`src/rtl/pwm_pkg.sv`:
```
// Shared constants and types for the PWM timebase.
// Used by pwm_prescaler and pwm_timebase_ctrl.
package pwm_pkg;

    localparam int CNT_W_DEF = 16;
    localparam int PSC_W_DEF = 8;

    typedef enum logic {
        DIR_DOWN = 1'b0,
        DIR_UP   = 1'b1
    } cnt_dir_t;

endpackage

```
`src/rtl/pwm_prescaler.sv`:
```
// Clock prescaler: tick once every prescale+1 enabled cycles.
// A prescale below the running count lets it roll over through all-ones.
module pwm_prescaler
    import pwm_pkg::*;
#(
    parameter int PSC_W = PSC_W_DEF
) (
    input  logic             clk,
    input  logic             rst_n,
    input  logic             en,
    input  logic             clr,
    input  logic [PSC_W-1:0] prescale,
    output logic             tick
);

    localparam logic [PSC_W-1:0] ONE = 1;

    logic [PSC_W-1:0] r_psc_cnt;
    logic             w_match;

    // Terminal-count match qualifies the tick.
    always_comb begin
        w_match = (r_psc_cnt == prescale);
        tick    = en && w_match;
    end

    // Prescaler counter; clear wins, otherwise advance when enabled.
    always_ff @(posedge clk or negedge rst_n) begin
        if (!rst_n) begin
            r_psc_cnt <= '0;
        end else if (clr) begin
            r_psc_cnt <= '0;
        end else if (en) begin
            r_psc_cnt <= w_match ? '0 : r_psc_cnt + ONE;
        end
    end

endmodule

```
`src/rtl/pwm_timebase_ctrl.sv`:
```
// PWM timebase: up/down counter bounded by the active period.
// Shadowed period/compare commit at wrap when PWM_SHADOW_EN is defined.
module pwm_timebase_ctrl
    import pwm_pkg::*;
#(
    parameter int CNT_W = CNT_W_DEF,
    parameter int PSC_W = PSC_W_DEF
) (
    input  logic             clk,
    input  logic             rst_n,
    input  logic             en,
    input  logic             cnt_clr,
    input  logic             up_down,
    input  logic [PSC_W-1:0] prescale,
    input  logic             period_wr,
    input  logic [CNT_W-1:0] period_wdata,
    input  logic             cmp1_wr,
    input  logic [CNT_W-1:0] cmp1_wdata,
    input  logic             cmp2_wr,
    input  logic [CNT_W-1:0] cmp2_wdata,
    output logic [CNT_W-1:0] count_val,
    output logic [CNT_W-1:0] period_act,
    output logic [CNT_W-1:0] cmp1_act,
    output logic [CNT_W-1:0] cmp2_act,
    output logic             ovf,
    output logic             upd_pending
);

    localparam logic [CNT_W-1:0] ONE = 1;

    logic             w_tick;
    logic             w_wrap;
    cnt_dir_t         w_dir;
    logic [CNT_W-1:0] w_new_per;
    logic [CNT_W-1:0] w_cnt_nxt;

    logic [CNT_W-1:0] r_cnt;
    logic [CNT_W-1:0] r_per_act;
    logic [CNT_W-1:0] r_cmp1_act;
    logic [CNT_W-1:0] r_cmp2_act;
    logic             r_ovf;
    logic             r_pend;

    pwm_prescaler #(
        .PSC_W(PSC_W)
    ) u_psc (
        .clk     (clk),
        .rst_n   (rst_n),
        .en      (en),
        .clr     (cnt_clr),
        .prescale(prescale),
        .tick    (w_tick)
    );

`ifdef PWM_SHADOW_EN
    logic [CNT_W-1:0] r_per_sh;
    logic [CNT_W-1:0] r_cmp1_sh;
    logic [CNT_W-1:0] r_cmp2_sh;

    // Period that becomes active at the next commit.
    always_comb w_new_per = r_per_sh;

    // Shadow registers take software writes at any time.
    always_ff @(posedge clk or negedge rst_n) begin
        if (!rst_n) begin
            r_per_sh  <= '0;
            r_cmp1_sh <= '0;
            r_cmp2_sh <= '0;
        end else begin
            if (period_wr) r_per_sh  <= period_wdata;
            if (cmp1_wr)   r_cmp1_sh <= cmp1_wdata;
            if (cmp2_wr)   r_cmp2_sh <= cmp2_wdata;
        end
    end

    // Commit pre-write shadows on wrap or clear; a same-cycle write stays pending.
    always_ff @(posedge clk or negedge rst_n) begin
        if (!rst_n) begin
            r_per_act  <= '0;
            r_cmp1_act <= '0;
            r_cmp2_act <= '0;
            r_pend     <= 1'b0;
        end else begin
            if (cnt_clr || w_wrap) begin
                r_per_act  <= r_per_sh;
                r_cmp1_act <= r_cmp1_sh;
                r_cmp2_act <= r_cmp2_sh;
                r_pend     <= 1'b0;
            end
            if (period_wr || cmp1_wr || cmp2_wr) r_pend <= 1'b1;
        end
    end
`else
    // Without shadowing the active period is the reload value.
    always_comb w_new_per = r_per_act;

    // Writes land directly in the active registers.
    always_ff @(posedge clk or negedge rst_n) begin
        if (!rst_n) begin
            r_per_act  <= '0;
            r_cmp1_act <= '0;
            r_cmp2_act <= '0;
        end else begin
            if (period_wr) r_per_act  <= period_wdata;
            if (cmp1_wr)   r_cmp1_act <= cmp1_wdata;
            if (cmp2_wr)   r_cmp2_act <= cmp2_wdata;
        end
    end

    always_comb r_pend = 1'b0;
`endif

    // Wrap detection and next counter value; clear outranks tick.
    always_comb begin
        w_dir     = cnt_dir_t'(up_down);
        w_wrap    = 1'b0;
        w_cnt_nxt = r_cnt;
        if (cnt_clr) begin
            w_cnt_nxt = (w_dir == DIR_UP) ? '0 : w_new_per;
        end else if (w_tick) begin
            if (w_dir == DIR_UP) begin
                w_wrap    = (r_cnt >= r_per_act);
                w_cnt_nxt = w_wrap ? '0 : r_cnt + ONE;
            end else begin
                w_wrap    = (r_cnt == '0);
                w_cnt_nxt = w_wrap ? w_new_per : r_cnt - ONE;
            end
        end
    end

    // Counter and overflow pulse registers.
    always_ff @(posedge clk or negedge rst_n) begin
        if (!rst_n) begin
            r_cnt <= '0;
            r_ovf <= 1'b0;
        end else begin
            r_cnt <= w_cnt_nxt;
            r_ovf <= w_wrap;
        end
    end

    // Drive the registered values out.
    always_comb begin
        count_val   = r_cnt;
        period_act  = r_per_act;
        cmp1_act    = r_cmp1_act;
        cmp2_act    = r_cmp2_act;
        ovf         = r_ovf;
        upd_pending = r_pend;
    end

endmodule

```
`config.mk`:
```
export PLATFORM = sky130hd
export DESIGN_NAME = pwm_timebase_ctrl
export DESIGN_NICKNAME = d
export VERILOG_FILES = /design/src/rtl/pwm_pkg.sv /design/src/rtl/pwm_prescaler.sv /design/src/rtl/pwm_timebase_ctrl.sv
export SDC_FILE = /design/constraint.sdc
export NUM_CORES = 1
export LEC_CHECK = 0
export ABC_CLOCK_PERIOD_IN_PS = 2700
export CORE_UTILIZATION = 40
export DETAILED_ROUTE_END_ITERATION = 10
export PLACE_DENSITY = 0.77
export SYNTH_ARGS = -nofsm -noshare
export SYNTH_HDL_FRONTEND = slang
export SYNTH_SLANG_ARGS = --single-unit
```
`constraint.sdc`:
```
create_clock -name clk -period 2.7 [get_ports clk]
set_input_delay 0.81 -clock clk [delete_from_list [all_inputs] [get_ports clk]]
set_output_delay 0.81 -clock clk [all_outputs]
set_load 0.05 [all_outputs]
```
=== Yosys cells after proc, flatten, opt, wreduce, memory -nomap -nowiden ===
Index checks and enable logic that the tools add are counted.

* Input port bits: 64
* Register bits: 73

* Mux-type cells: 12
* Reductions and logical operators: 4
* Eq/ne operators: 1
* $add $sub $neg: 3
* $lt $le $gt $ge: 1

{| class="wikitable"
|+ Operators by type and width
! cell !! number
|-
| $mux 16 || 6
|-
| $mux 8 || 3
|-
| $add 16x1->16 const B || 1
|-
| $ge 16x16->1 || 1
|-
| $logic_not 16->1 || 1
|-
| $sub 16x1->16 const B || 1
|-
| $add 8x1->8 const B || 1
|-
| $eq 8x8->1 || 1
|-
| $reduce_bool 2->1 || 2
|-
| $mux 1 || 3
|-
| $logic_and 1x1->1 || 1
|}

=== Logic depth before layout (Yosys ltp) ===
Gate-level depths: netlist of run 1.

* Depth in word-level cells: 5
* Depth in mapped cells: 11
* Mapped depth without buffers: 8

=== Modules after synthesis ===
From an unflattened synthesis of run 1, not the netlist that was laid out.

* Cell total of the unflattened synthesis: 462
* Area total of the unflattened synthesis: 4534.3 sq um

{| class="wikitable"
|+ Modules (own cells, without submodules)
! module !! area each (sq um) !! instances !! cells an instance
|-
| pwm_timebase_ctrl || 4003.8 || 1 || 404
|-
| pwm_prescaler || 530.5 || 1 || 58
|}

=== Least setup slack after synthesis of run 1 ===
No wires, ideal clock.

* Path type: register -> register
* Start point: register r_cnt[0] (netlist: count_val[0])
* End point: register r_cnt[11] (netlist: count_val[11])
* Setup slack: -302 ps
* Cell stages (with the launch flop): 12
* Arrival: 2880 ps
* Buffers on the path: 3
* Setup time: 122 ps
* Required time: 2578 ps
* Cell sequence: dfrtp_1 -> clkbuf_1 -> inv_1 -> ha_1 -> nand2b_1 -> a2111oi_0 -> or4b_1 -> buf_2 -> and2_4 -> buf_6 -> a221o_1 -> a32o_1

* Word-level cells in the longest chain between the ends: 5
* Elaborated cells on any way between the ends: 9

{| class="wikitable"
|+ Ends and longest elaborated chain
! what !! line !! RTL
|-
| start: declaration || pwm_timebase_ctrl.sv:37 || <nowiki>logic [CNT_W-1:0] r_cnt;</nowiki>
|-
| start signal: assignment || pwm_timebase_ctrl.sv:137 || <nowiki>r_cnt <= w_cnt_nxt;</nowiki>
|-
| $sub 16x1->16, or another cell as far along || pwm_timebase_ctrl.sv:126 || <nowiki>w_cnt_nxt = w_wrap ? w_new_per : r_cnt - ONE;</nowiki>
|-
| $mux 16 (on tied branches) || pwm_timebase_ctrl.sv:126, pwm_timebase_ctrl.sv:123 ||
|-
| $mux 16 (*) || pwm_timebase_ctrl.sv:121 || <nowiki>if (w_dir == DIR_UP) begin</nowiki>
|-
| $mux 16 (*) || pwm_timebase_ctrl.sv:120 || <nowiki>end else if (w_tick) begin</nowiki>
|-
| $mux 16 (*) || pwm_timebase_ctrl.sv:118 || <nowiki>if (cnt_clr) begin</nowiki>
|}

Every way passes the cells marked *; elsewhere a longest branch is shown, timed or not. The select of a mux whose other input is x is not followed.
A chain may end at the register's enable or synchronous reset.

=== Worst setup path in the final report of run 1 ===
* Start point: register r_per_act[10] (netlist: period_act[10])
* End point: register r_cnt[8] (netlist: count_val[8])

* Word-level cells in the longest chain between the ends: 5

{| class="wikitable"
|+ Ends and longest elaborated chain
! what !! line !! RTL
|-
| start: declaration || pwm_timebase_ctrl.sv:38 || <nowiki>logic [CNT_W-1:0] r_per_act;</nowiki>
|-
| start signal: assignment || pwm_timebase_ctrl.sv:104 || <nowiki>if (period_wr) r_per_act <= period_wdata;</nowiki>
|-
| $ge 16x16->1 || pwm_timebase_ctrl.sv:122 || <nowiki>w_wrap = (r_cnt >= r_per_act);</nowiki>
|-
| $mux 16 || pwm_timebase_ctrl.sv:123 || <nowiki>w_cnt_nxt = w_wrap ? '0 : r_cnt + ONE;</nowiki>
|-
| $mux 16 || pwm_timebase_ctrl.sv:121 ||
|-
| $mux 16 || pwm_timebase_ctrl.sv:120 ||
|-
| $mux 16 || pwm_timebase_ctrl.sv:118 ||
|}

Every way passes these cells. The select of a mux whose other input is x is not followed.

==> impl_metrics.env, run 1 <==
export IMPL_synth_warnings=0
export IMPL_async_reset_ff_share_pct=100
export IMPL_synth_edff_count=0
export IMPL_hold_buffers=0
export IMPL_max_slew_worst_pin_slew_ns=0.521
export IMPL_grt_usage_pct=24.8
export IMPL_criticalPathCategory="flop to flop"
export IMPL_slowest_delay_ns=0.53
export IMPL_synth_ff_latch_count=73
export IMPL_final_min_clock_period_ns=2.60
export IMPL_grt_pass1_wl_um=22200
export IMPL_worstPathRequired_ns=2.96
export IMPL_place_gp_congestion=0.957
export IMPL_power_density_mw_per_mm2=584
export IMPL_p_leak_nw=2.73
export IMPL_htreeDepth=3
export IMPL_grt_max_degree=45
export IMPL_portBuffers=128
export IMPL_syn_avg_cell_area_um2=9.53
export IMPL_drt_iter0_drc=389
export IMPL_ant_nets=0
export IMPL_fin_nets=716
export IMPL_r2r_end="count_val[8]"
export IMPL_synth_distinct_cells=65
export IMPL_ys_seq_area_share_pct=41.0
export IMPL_netlist_instances=468
export IMPL_fin_crit_sh_pct=96.2
export IMPL_crit_path_end_kind="flop"
export IMPL_pin_count=130
export IMPL_ff_latch_area_mm2=0.00185
export IMPL_fin_skew_ns=0.00977
export IMPL_tns_ns=0
export IMPL_muxShareOfSynthArea_pct=8.08
export IMPL_synth_xor_area_share_pct=5.50
export IMPL_cts_root_buffer="clkbuf_8"
export IMPL_via_count=4420
export IMPL_reg2reg_slack_ns=0.10
export IMPL_clk_pin_slew_ns=0.08
export IMPL_synthFlopType="dfrtp_1"
export IMPL_status="finished clean"
export IMPL_dp_hpwl_um=10100
export IMPL_synth_compound_area_share_pct=16.4
export IMPL_syn_nets=552
export IMPL_routedWlPerCell_um=17.6
export IMPL_cts_tree="built"
export IMPL_crit_chain="inv_1 -> ha_1 -> and2_1 -> and4_4 -> buf_4 -> a221oi_4 -> nand4_1 -> or4_1 -> o311ai_1"
export IMPL_synth_adder_area_share_pct=5.61
export IMPL_core_mm2=0.0108
export IMPL_crit_arrival_ns=2.86
export IMPL_placementRows=38
export IMPL_clk_path_buf_depth=2
export IMPL_overflow=0
export IMPL_nFillCells=974
export IMPL_worst_ir_drop_vdd_mv=0.382
export IMPL_viasPerCell=5.69
export IMPL_cpMaxStageDelayCell="or4_1"
export IMPL_wl_um=13700
export IMPL_layout_common_cells="clkdlybuf4s50_1, buf_4, dfrtp_1"
export IMPL_start_kind="flop"
export IMPL_critPathLaunch="period_act[10]"
export IMPL_synth_top_family_by_area="simple AND/OR/NAND/NOR gates"
export IMPL_antenna_found_initial=0
export IMPL_syn_to_final_growth_pct=45.9
export IMPL_cts_buffers=9
export IMPL_slew_headroom_pct=65.1
export IMPL_crit_fanout=5
export IMPL_max_cap_violations=0
export IMPL_setup_viol=0
export IMPL_hp_class="input port to async pin"
export IMPL_diodes=0
export IMPL_die_area_mm2=0.0116
export IMPL_p_total_mw=3.79
export IMPL_multi_input_area_mm2=0.00244
export IMPL_clk_latency_ns=0.36
export IMPL_final_max_slew_viol_count=0
export IMPL_clkSinkCount=73
export IMPL_drc=0
export IMPL_drt_first_pass_iters=5
export IMPL_hold_viol_final=0
export IMPL_drive_above_1_share_pct=21.7
export IMPL_die_height_um=108
export IMPL_fin_ws_ns=0.102
export IMPL_post_place_ws_ns=-0.149
export IMPL_grt_pass1_vias=4568
export IMPL_die_x_um=108
export IMPL_fin_util_pct=60.0
export IMPL_layout_commonest_cell="clkdlybuf4s50_1"
export IMPL_synthSimpleGateAreaFrac_pct=18.4
export IMPL_netlist_area_mm2=0.00446
export IMPL_start_util_pct=41.1
export IMPL_reg2regPathDepth=9
export IMPL_max_freq_ghz=0.385
export IMPL_r2r_start="period_act[10]"
==> routing by layer <==
| metal | track usage, % | vias to the layer above | share of wire (%) |
|---|---|---|---|
| met5 | 0 | - | 0 |
| met4 | 10.7 | 0 | 2.9 |
| met3 | 5.69 | 46 | 7.6 |
| met2 | 42.5 | 212 | 49 |
| met1 | 29.7 | 2130 | 40 |
| li1 | - | 2032 | - |
==> state kept, by name, indices dropped and copies added (netlist names) <==
signal and cells:
period_act 16, cmp1_act 16, count_val 16, cmp2_act 16, u_psc.r_psc_cnt 8, ovf 1
==> kinds of logic after synthesis <==
group / Yosys count
AO/OA/AOI/OAI: 106
multiplexers: 32
adder cells (fa/ha/maj): 20
XOR/XNOR: 28
other: 1
buffers and inverters: 55
flip-flops: 73
AND/OR/NAND/NOR: 153
==> cell usage after synthesis (3+ instances only) <==
cell,count,share of area (%)
o31a_1,3,0.59
or4_1,4,0.67
nor3b_1,3,0.51
a311oi_1,4,0.79
nand4b_1,3,0.59
and4_1,4,0.79
a22oi_1,4,0.67
o22ai_1,3,0.42
and3_1,7,0.98
a21oi_1,16,1.8
xnor2_1,20,3.9
dfrtp_1,73,41
inv_1,22,1.9
clkbuf_1,25,2.1
nand3_1,17,1.9
a311o_1,3,0.67
a31oi_1,3,0.42
o21ai_0,33,3.7
xor2_1,8,1.6
nor3_1,10,1.1
nand2_1,44,3.7
nor2_1,26,2.2
ha_1,20,5.6
a21boi_0,5,0.84
mux2_2,32,8.1
nand4_1,9,1.3
nand2b_1,4,0.56
nor4_1,7,0.98
or3_1,3,0.42
a21o_1,6,1.0
==> area by class of cell <==
cell class / instances / area share, %
well taps: 140 / 2.69
inverters: 24 / 1.39
flip-flops and latches: 73 / 28.4
multi-input cells: 340 / 37.6
clock inverters: 6 / 1.77
repair buffers: 184 / 26.2
clock buffers: 10 / 1.96
==> critical path: cells and delay by family (launching register included) <==
kind / cells / cell delay [ns]
buffers and inverters: 2 / 0.22
and+or+nand+nor: 4 / 1.13
AOI/OAI and AO/OA: 2 / 0.49
DFF: 1 / 0.44
adders and majority gates: 1 / 0.21
==> metrics by stage <==
step / area [um^2] / instances / hold WS, ns
3_5_place_dp: 6210 / 756 / 0.496
2_1_floorplan: 4520 / 468 / 0.514
4_1_cts: 6450 / 772 / 0.403
5_1_grt: 6500 / 777 / 0.417
3_3_place_gp: 6210 / 756 / 0.489
6_report: 6500 / 777 / 0.384
==> report_power, final <==
group	switching, mW	total (mW)	leakage, nW	internal [mW]
sequential	0.0742	1.27	0.884	1.19
combinational	0.864	1.45	1.72	0.587
clock	0.456	1.08	0.117	0.619
total	1.39	3.79	2.73	2.40
==> worst max-delay path by stage <==
stage / endpoint / slack, ns / cells past startpoint
CTS: count_val[13] / 0.05 / 9
finish: count_val[8] / 0.10 / 9
detailed placement: count_val[8] / -0.15 / 8
floorplan: count_val[11] / -0.04 / 10
global route: count_val[13] / -0.005 / 9
global placement: count_val[13] / -0.08 / 9
==> what timing repair did <==
action                                  4_1_cts  5_1_grt
buffers inserted                              0        5
endpoints found under the setup margin        0        7
gates resized for setup                       0        4
No activity file was read; power rests on OpenSTA's default activity.
==> run 2, diff against run 1 <==
--- a/config.mk
+++ b/config.mk
@@ -9,6 +9,7 @@
 export CORE_UTILIZATION = 40
 export DETAILED_ROUTE_END_ITERATION = 10
 export PLACE_DENSITY = 0.77
+export SLEW_MARGIN = 20
 export SYNTH_ARGS = -nofsm -noshare
 export SYNTH_HDL_FRONTEND = slang
 export SYNTH_SLANG_ARGS = --single-unit
==> results of run 2 <==
No change in the layout: final DEF, timing and power equal those of run 1.
==> run 3, diff against run 2 <==
--- a/config.mk
+++ b/config.mk
@@ -5,10 +5,11 @@
 export SDC_FILE = /design/constraint.sdc
 export NUM_CORES = 1
 export LEC_CHECK = 0
+export ABC_AREA = 1
 export ABC_CLOCK_PERIOD_IN_PS = 2700
 export CORE_UTILIZATION = 40
 export DETAILED_ROUTE_END_ITERATION = 10
-export PLACE_DENSITY = 0.77
+export PLACE_DENSITY = 0.76
 export SLEW_MARGIN = 20
 export SYNTH_ARGS = -nofsm -noshare
 export SYNTH_HDL_FRONTEND = slang
==> run 3 against run 2 <==
Against the previous run:
- hold slack improved by 0.11 ns
- clock power is 21% higher
- worst setup slack got worse by 0.012 ns
- design area is 0.69% higher
- sequential share of layout area decreased by 0.48 points
- highest routed layer unchanged
==> impl_metrics.env, run 3 <==
export IMPL_status="finished clean"
export IMPL_grt_usage_pct=23.4
export IMPL_clk_pin_slew_ns=0.06
export IMPL_core_mm2=0.0115
export IMPL_drt_iter0_drc=349
export IMPL_ys_seq_area_share_pct=38.6
export IMPL_fin_skew_ns=0.00721
export IMPL_synth_distinct_cells=37
export IMPL_critPathLaunch="count_val[5]"
export IMPL_max_slew_worst_pin_slew_ns=0.537
export IMPL_synth_ff_latch_count=73
export IMPL_routedWlPerCell_um=16.3
export IMPL_final_min_clock_period_ns=2.61
export IMPL_fin_nets=806
export IMPL_worst_ir_drop_vdd_mv=0.515
export IMPL_pin_count=130
export IMPL_start_kind="flop"
export IMPL_drive_above_1_share_pct=14.0
export IMPL_reg2reg_slack_ns=0.36
export IMPL_synth_area_leader_cell="dfrtp_1"
export IMPL_slew_headroom_pct=64.1
export IMPL_reg2regPathDepth=11
export IMPL_fin_area_mm2=0.00655
export IMPL_whs_ns=0.495
export IMPL_start_util_pct=41.3
export IMPL_overflow=0
export IMPL_netlist_instances=584
export IMPL_crit_family="buffers and inverters"
export IMPL_crit_buf_inv=1
export IMPL_cpMaxStageDelayCell="clkdlybuf4s50_1"
export IMPL_synth_edff_count=0
export IMPL_syn_nets=668
export IMPL_die_x_um=111
export IMPL_worstPathRequired_ns=1.89
export IMPL_slowest_delay_ns=0.90
export IMPL_crit_path_end_kind="output pin"
export IMPL_cts_root_buffer="clkbuf_16"
export IMPL_ant_nets=0
export IMPL_netlist_area_mm2=0.00473
export IMPL_portBuffers=128
export IMPL_hold_viol_final=0
export IMPL_max_cap_violations=0
export IMPL_cts_tree="built"
export IMPL_placementRows=39
export IMPL_dp_cells=854
export IMPL_grt_pass1_vias=4721
export IMPL_synth_area_leaders="dfrtp_1, nand2_1, mux2_2, ha_1, nand3_1"
export IMPL_final_max_slew_viol_count=0
export IMPL_cts_buffers=9
export IMPL_criticalPathCategory="flop to output pin"
export IMPL_clk_path_buf_depth=2
export IMPL_grt_pass1_wl_um=22800
export IMPL_syn_avg_cell_area_um2=8.10
export IMPL_place_gp_congestion=0.938
export IMPL_crit_fanout=8
export IMPL_synth_top_area_share_pct=38.6
export IMPL_synth_warnings=0
export IMPL_max_freq_ghz=0.383
export IMPL_async_reset_ff_share_pct=100
export IMPL_hold_buffers=0
export IMPL_endpoint="count_val[5]"
export IMPL_crit_arrival_ns=1.80
export IMPL_dp_hpwl_um=10800
export IMPL_synth_common_cells="nand2_1, dfrtp_1, nor2_1"
export IMPL_viasPerCell=5.35
export IMPL_syn_to_final_growth_pct=38.3
export IMPL_p_leak_nw=2.99
export IMPL_fin_cells=870
export IMPL_antenna_found_initial=0
export IMPL_place_area_mm2=0.00621
export IMPL_layout_commonest_cell="nand2_1"
export IMPL_fin_crit_sh_pct=96.7
export IMPL_clkSinkCount=73
export IMPL_synthMostInstantiatedCell="nand2_1"
export IMPL_r2r_end="count_val[14]"
export IMPL_p_total_mw=4.32
export IMPL_rsz0062_at_grt="no"
export IMPL_wl_um=14100
export IMPL_crit_chain="clkdlybuf4s50_1"
export IMPL_htreeDepth=3
export IMPL_r2r_start="count_val[1]"
export IMPL_drt_first_pass_iters=5
export IMPL_tns_ns=0
export IMPL_diodes=0
export IMPL_grt_max_degree=74
export IMPL_die_height_um=111
export IMPL_drc=0
export IMPL_via_count=4655
export IMPL_power_density_mw_per_mm2=659
export IMPL_synthFlopType="dfrtp_1"
export IMPL_die_area_mm2=0.0123
export IMPL_layout_common_cells="nand2_1, clkdlybuf4s50_1, dfrtp_1"
export IMPL_setup_viol=0
export IMPL_clk_latency_ns=0.34
export IMPL_path_depth=1
export IMPL_hp_class="input port to async pin"
run 3: layer usage:
| metal | vias up | track usage, % | wire (um) | share of wire, % |
|---|---|---|---|---|
| met2 | 259 | 39.4 | 6880 | 49 |
| met5 | - | 0 | 0 | 0 |
| met4 | 0 | 11.0 | 464 | 3.3 |
| met1 | 2172 | 27.3 | 5380 | 38 |
| met3 | 35 | 6.83 | 1420 | 10 |
| li1 | 2189 | - | - | - |
run 3: area by class of cell:
cell class	instances	area, um^2
fillers	950	4920
multi-input cells	433	2550
flip-flops and latches	73	1830
repair buffers	151	1460
clock buffers	12	256
inverters	54	203
well taps	143	179
clock inverters	4	75.1
run 3: cells by family after synthesis:
group	after synthesis	share of synthesized area, %
xor gates and xnor gates	25	4.63
muxes	32	7.61
other	1	0.0792
adders and majority gates	20	5.29
DFF	73	38.6
buffers and inverters	78	7.51
AOI/OAI and AO/OA	78	9.30
and+or+nand+nor	277	27.0
run 3: worst min-delay path by stage:
stage	start	to	slack, ns	cells past startpoint
detailed placement	cmp1_act[2]	cmp1_act[2]	0.50	1
global route	cmp1_act[13]	cmp1_act[13]	0.52	1
CTS	rst_n	period_act[1]	0.51	2
global placement	cmp1_act[5]	cmp1_act[5]	0.49	1
finish	rst_n	cmp2_act[3]	0.50	2
floorplan	rst_n	cmp1_act[0]	0.51	0
run 3: per-stage QoR:
step	setup slack [ns]	utilization, %
after floorplan	0.623	-
after global placement	0.216	54.2
after detailed placement	0.246	54.2
after CTS	0.0310	57.1
after global routing	0.0674	57.1
final	0.0899	57.1
run 3: timing repair:
item / CTS / global route
gates resized for setup: 0 / 1
setup endpoints to repair: 0 / 1
setup buffers: 0 / 0
run 3: where the power goes:
group	switching (mW)	total (mW)	internal, mW	leakage (nW)
Combinational	1.04	1.64	0.602	1.95
Sequential	0.151	1.36	1.21	0.879
Clock	0.455	1.31	0.859	0.155
